**src/rtl/npc_stage_ctrl.sv**
```systemverilog
// npc_stage_ctrl
// Multi-cycle sequencer for the NPC core. One instruction at a time is walked
// through fetch, decode, dispatch, execute, memory and writeback. The FSM pulses
// the per-unit enables and runs the instruction/data memory handshakes. It stops
// in HALT on EBREAK, on an illegal type, or when a memory wait runs out.
// MEM_TIMEOUT must lie in 1..255 so that it fits the 8-bit wait counter.

module npc_stage_ctrl #(
  parameter int unsigned MEM_TIMEOUT = 255
) (
  input  logic        clk,
  input  logic        rst,
  input  logic        start,
  output logic        imem_req,
  input  logic        imem_ack,
  output logic        IFU_en,
  output logic        IDU_en,
  input  logic [6:0]  tp,
  output logic        EXU_en,
  output logic        dmem_req,
  output logic        dmem_we,
  input  logic        dmem_ack,
  output logic        WBU_en,
  output logic        pc_en,
  output logic        halted,
  output logic [1:0]  trap,
  output logic [31:0] instret
);

  // Decoder type codes
  localparam logic [6:0] TP_I_ADDI = 7'h00;
  localparam logic [6:0] TP_I_LW   = 7'h01;
  localparam logic [6:0] TP_S_SB   = 7'h02;
  localparam logic [6:0] TP_S_SW   = 7'h03;
  localparam logic [6:0] TP_S_SH   = 7'h06;
  localparam logic [6:0] TP_EBREAK = 7'h7F;

  // Halt causes
  localparam logic [1:0] TRAP_NONE    = 2'b00;
  localparam logic [1:0] TRAP_EBREAK  = 2'b01;
  localparam logic [1:0] TRAP_ILLEGAL = 2'b10;
  localparam logic [1:0] TRAP_TIMEOUT = 2'b11;

  // The wait counter holds the number of ack-less cycles already spent in the
  // current wait. The cycle on which it shows WAIT_LAST is the final cycle in
  // which an ack is still accepted; if no ack arrives then, we trap.
  localparam logic [7:0] WAIT_LAST = 8'(MEM_TIMEOUT - 1);

  typedef enum logic [2:0] {
    S_IDLE     = 3'd0,
    S_FETCH    = 3'd1,
    S_DECODE   = 3'd2,
    S_DISPATCH = 3'd3,
    S_EXEC     = 3'd4,
    S_MEM      = 3'd5,
    S_WB       = 3'd6,
    S_HALT     = 3'd7
  } state_e;

  typedef enum logic [1:0] {
    C_ALU   = 2'd0,
    C_LOAD  = 2'd1,
    C_STORE = 2'd2,
    C_NONE  = 2'd3
  } cls_e;

  // Map a decoder type onto the execution class; C_NONE means "not executable".
  function automatic cls_e classify(input logic [6:0] t);
    cls_e c;
    case (t)
      TP_I_ADDI: c = C_ALU;
      TP_I_LW:   c = C_LOAD;
      TP_S_SB,
      TP_S_SW,
      TP_S_SH:   c = C_STORE;
      default:   c = C_NONE;
    endcase
    return c;
  endfunction

  state_e      state_q,   state_d;
  cls_e        class_q,   class_d;
  logic [7:0]  wait_q,    wait_d;
  logic [1:0]  trap_q,    trap_d;
  logic [31:0] instret_q, instret_d;

  cls_e        tp_class_s;
  logic        wait_last_s;

  assign tp_class_s  = classify(tp);
  assign wait_last_s = (wait_q >= WAIT_LAST);

  // Next-state, class latch, wait counter, trap cause and retire counter
  always_comb begin
    state_d   = state_q;
    class_d   = class_q;
    wait_d    = wait_q;
    trap_d    = trap_q;
    instret_d = instret_q;

    case (state_q)
      S_IDLE: begin
        if (start) begin
          state_d = S_FETCH;
          wait_d  = 8'd0;
        end else begin
          state_d = S_IDLE;
        end
      end

      S_FETCH: begin
        // An ack in the last allowed cycle takes priority over the timeout.
        if (imem_ack) begin
          state_d = S_DECODE;
        end else if (wait_last_s) begin
          state_d = S_HALT;
          trap_d  = TRAP_TIMEOUT;
        end else begin
          wait_d = wait_q + 8'd1;
        end
      end

      S_DECODE: begin
        state_d = S_DISPATCH;
      end

      S_DISPATCH: begin
        // tp is valid here: the decoder registered it on the IDU_en cycle.
        class_d = tp_class_s;
        if (tp_class_s != C_NONE) begin
          state_d = S_EXEC;
        end else if (tp == TP_EBREAK) begin
          state_d = S_HALT;
          trap_d  = TRAP_EBREAK;
        end else begin
          state_d = S_HALT;
          trap_d  = TRAP_ILLEGAL;
        end
      end

      S_EXEC: begin
        if (class_q == C_ALU) begin
          state_d = S_WB;
        end else begin
          state_d = S_MEM;
          wait_d  = 8'd0;
        end
      end

      S_MEM: begin
        if (dmem_ack) begin
          state_d = S_WB;
        end else if (wait_last_s) begin
          state_d = S_HALT;
          trap_d  = TRAP_TIMEOUT;
        end else begin
          wait_d = wait_q + 8'd1;
        end
      end

      S_WB: begin
        instret_d = instret_q + 32'd1;
        state_d   = S_FETCH;
        wait_d    = 8'd0;
      end

      S_HALT: begin
        // Absorbing: start and acks are ignored until reset.
        state_d = S_HALT;
      end

      default: begin
        state_d = S_HALT;
        trap_d  = TRAP_ILLEGAL;
      end
    endcase
  end

  // Moore decode of the unit enables and requests from the current state
  always_comb begin
    imem_req = 1'b0;
    IFU_en   = 1'b0;
    IDU_en   = 1'b0;
    EXU_en   = 1'b0;
    dmem_req = 1'b0;
    dmem_we  = 1'b0;
    WBU_en   = 1'b0;
    pc_en    = 1'b0;
    halted   = 1'b0;

    case (state_q)
      S_FETCH: begin
        imem_req = 1'b1;
        IFU_en   = imem_ack;
      end
      S_DECODE: begin
        IDU_en = 1'b1;
      end
      S_EXEC: begin
        EXU_en = 1'b1;
      end
      S_MEM: begin
        dmem_req = 1'b1;
        dmem_we  = (class_q == C_STORE);
      end
      S_WB: begin
        pc_en  = 1'b1;
        WBU_en = (class_q == C_ALU) || (class_q == C_LOAD);
      end
      S_HALT: begin
        halted = 1'b1;
      end
      default: begin
        halted = 1'b0;
      end
    endcase
  end

  assign trap    = trap_q;
  assign instret = instret_q;

  // State and bookkeeping registers with synchronous reset
  always_ff @(posedge clk) begin
    if (rst) begin
      state_q   <= S_IDLE;
      class_q   <= C_ALU;
      wait_q    <= 8'd0;
      trap_q    <= TRAP_NONE;
      instret_q <= 32'd0;
    end else begin
      state_q   <= state_d;
      class_q   <= class_d;
      wait_q    <= wait_d;
      trap_q    <= trap_d;
      instret_q <= instret_d;
    end
  end

endmodule

```
**config.mk**
```make
export PLATFORM = sky130hd
export DESIGN_NAME = npc_stage_ctrl
export DESIGN_NICKNAME = d
export VERILOG_FILES = /design/src/rtl/npc_stage_ctrl.sv
export SDC_FILE = /design/constraint.sdc
export NUM_CORES = 1
export LEC_CHECK = 0
export ABC_AREA = 0
export ABC_CLOCK_PERIOD_IN_PS = 2350
export CAP_MARGIN = 10
export CELL_PAD_IN_SITES_DETAIL_PLACEMENT = 1
export CELL_PAD_IN_SITES_GLOBAL_PLACEMENT = 1
export CORE_MARGIN = 5
export CORE_UTILIZATION = 37
export DETAILED_ROUTE_END_ITERATION = 7
export PLACE_DENSITY_LB_ADDON = 0.1
export SYNTH_ARGS = -nofsm -noshare
export SYNTH_HDL_FRONTEND = slang
export SYNTH_SLANG_ARGS = --single-unit
```
**constraint.sdc**
```tcl
create_clock -name clk -period 2.35 [get_ports clk]
set_input_delay 0.47 -clock clk [delete_from_list [all_inputs] [get_ports clk]]
set_output_delay 0.47 -clock clk [all_outputs]
set_load 0.01 [all_outputs]
```
==> reports/metrics.yaml <==
run_status:
  status: "finished clean"
critical_path:
  cp-endpoint: "dmem_we"
  end_kind: "primary output"
  cp-startpoint: "state_q[0]$_SDFF_PP0_"
  worst-setup-path-type: "reg -> out"
  cp.arrival_ns: 1.73
  cp_max_fo: 11
  r2r_cells: 6
  reg2reg_to: "instret[27]$_SDFFE_PP0P_"
  worstPathRequired_ns: 1.88
  r2r-start: "instret[14]$_SDFFE_PP0P_"
  reg2reg_setup_slack_ns: 0.48
  start_kind: "flop"
place:
  io_buffers: 54
  dp_cells: 414
  gp_congestion: 0.786
  placed_area_um2: 3020
  dp_slack_ns: 0.149
  hpwl_mm: 4.82
pwr:
  power_mw: 1.45
  p_per_area_nw_per_um2: 465
  power_leakage_nw: 1.13
  ir_drop_uv: 209
route:
  antenna_left: 0
  firstDrtPassIters: 4
  routed_wl_mm: 6.15
  drtIter0Drc: 69
  drc: 0
  post_drt_wl_per_cell_um: 14.6
  viasPerCell: 5.19
  routed-via-count: 2191
sta:
  fin_ws_ns: 0.155
  hold_violations: 0
  rsz0062_at_grt: "no"
  fin_crit_sh_pct: 93.4
  fin_setup_tns_ns: 0
  worstMarginPinSlew_ns: 0.567
  slew_headroom_pct: 61.9
  fin_crit_ns: 2.20
  slew_viol_final: 0
  setup_viol: 0
  fin_skew_ns: 0.00702
  fmax_mhz: 456
  worst_hold_slack_ns: 0.487
yosys:
  synthCells: 282
  synth_area_leader_cell: "dfxtp_1"
  synth_area_um2: 2370
  synth-async-reset-ratio_pct: 0
  ys_seq_elements: 47
  syn-num-nets: 297
  synth_edf_count: 0
  ys_seq_area_share_pct: 39.6
  avgSynthCellArea_um2: 8.42
  synth_cell_type_count: 48
  yosysWarnings: 0
  ys.flop_type: "dfxtp_1"
  yosysTopAreaCellShare_pct: 39.6
  synth_area_leaders: "dfxtp_1, nor2_1, xor2_1, nand3_1, nand4_1"
clocking:
  cts_inserted_buffers: 5
  cts_tree: "yes"
  clk_pin_slew_ns: 0.08
  cts_setup_buffers: 0
  clock_path_buffers: 2
  cts_sinks: 47
  cts-root-buf: "clkbuf_8"
  clock_latency_ns: 0.30
  postCtsHoldBufs: 0
  h-tree-depth: 2
layout:
  multiInputGateArea_um2: 1330
  nets: 359
  ff_latch_area_um2: 947
  area_growth_pct: 30.9
  drive_gt1_share_pct: 8.70
  layoutNonFillerInstCount: 422
  fill_cells: 759
  final_area_um2: 3110
  final_util_pct: 49.5
  antenna_cells: 0
floorplanning:
  core-area_um2: 6280
  fp.dieH_um: 90.1
  ios: 55
  die_area_um2: 8120
  initial_core_util_pct: 37.8
  placementRows: 29
  die_x_um: 90.1
hold_path:
  hp-class: "reg -> reg"
global_routing:
  grt_pass1_vias: 2283
  grt_max_degree: 23
  overflow: 0
  track_usage_pct: 15.5
  grt_pass1_wl_mm: 10.7
  grt_antenna_before_repair: 0
flow_run:
  cap_violations: 0
## flip-flops by register name (all words and copies together), names as in the netlist
| name | cells |
|---|---|
| state_q | 3 |
| trap | 2 |
| wait_q | 8 |
| class_q | 2 |
| instret | 32 |
## synth_stat cells, drive strengths merged, types with 4 or more instances
cell	instances
or3	8
clkbuf	4
a21oi	13
nor3	10
nand2b	4
xnor2	5
inv	9
nor2	50
nand4	15
o21ai	12
buf	5
a211oi	4
nand3	18
xor2	21
nand2	19
dfxtp	47
## worst max-delay path, cell delays in order (launching register included)
cell and delay (ns):
dfxtp_4 0.41, nor2b_1 0.17, and2_1 0.16, and3b_1 0.16, clkdlybuf4s50_1 0.54
## layer usage
layer,GRT usage [%],vias to the layer above,part of all wire (%)
li1,-,1113,-
met1,20.0,1042,48
met2,25.6,32,47
met3,4.34,4,3.9
met4,3.85,0,0.93
met5,0,-,0
## logic make-up (layout without fill, tap and decap cells)
| logic type | after synthesis | count (layout) | share of synthesized area, % |
|---|---|---|---|
| DFF | 47 | 47 | 39.6 |
| AOI/OAI and AO/OA | 46 | 46 | 12.9 |
| xor gates and xnor gates | 26 | 26 | 9.59 |
| adders and majority gates | 4 | 4 | 2.00 |
| muxes | 1 | 1 | 0.422 |
| buffers and inverters | 18 | 81 | 4.16 |
| and+or+nand+nor | 140 | 140 | 31.3 |
## final cells by class
cell class / instances / area share (%)
clock inverter: 1 / 0.161
clock buffer: 7 / 2.46
inverter: 9 / 1.09
tap: 77 / 3.10
multi-input combinational: 217 / 42.9
timing repair buffer: 64 / 19.8
sequential: 47 / 30.5
## placed cells by master, fill, tap and decap left out, types with 3 or more instances in the layout
master,instances
nand2_1,19
nand4_1,13
a21o_1,3
and2_1,3
o21ai_0,11
nor3_1,8
xor2_1,21
buf_4,10
dfxtp_1,44
a211oi_1,4
nand2b_1,4
clkbuf_8,5
or3_1,8
ha_1,3
xnor2_1,5
inv_1,9
a21oi_1,13
o21a_1,3
nor2_1,49
nand3_1,17
clkdlybuf4s50_1,54
## worst min path at each step
stage / startpoint / endpoint / slack, ns / depth (start not counted)
floorplan: wait_q[5]$_SDFFE_PP0P_ / wait_q[5]$_SDFFE_PP0P_ / 0.46 / 2
global placement: instret[31]$_SDFFE_PP0P_ / instret[31]$_SDFFE_PP0P_ / 0.47 / 2
detailed placement: instret[31]$_SDFFE_PP0P_ / instret[31]$_SDFFE_PP0P_ / 0.48 / 2
CTS: instret[31]$_SDFFE_PP0P_ / instret[31]$_SDFFE_PP0P_ / 0.49 / 2
global route: instret[31]$_SDFFE_PP0P_ / instret[31]$_SDFFE_PP0P_ / 0.52 / 2
finish: instret[31]$_SDFFE_PP0P_ / instret[31]$_SDFFE_PP0P_ / 0.49 / 2
## repair_timing
| action | 4_1_cts | 5_1_grt |
|---|---|---|
| endpoints found under the setup margin | 2 | 3 |
| cloned | 0 | 0 |
| resized for setup | 2 | 2 |
## power breakdown
part	switching, mW	internal [mW]	leakage (nW)	total (mW)
clock	0.265	0.209	0.0422	0.474
combinational	0.0815	0.0707	0.706	0.152
sequential	0.0136	0.805	0.380	0.818
No activity file was read; power rests on OpenSTA's default activity.
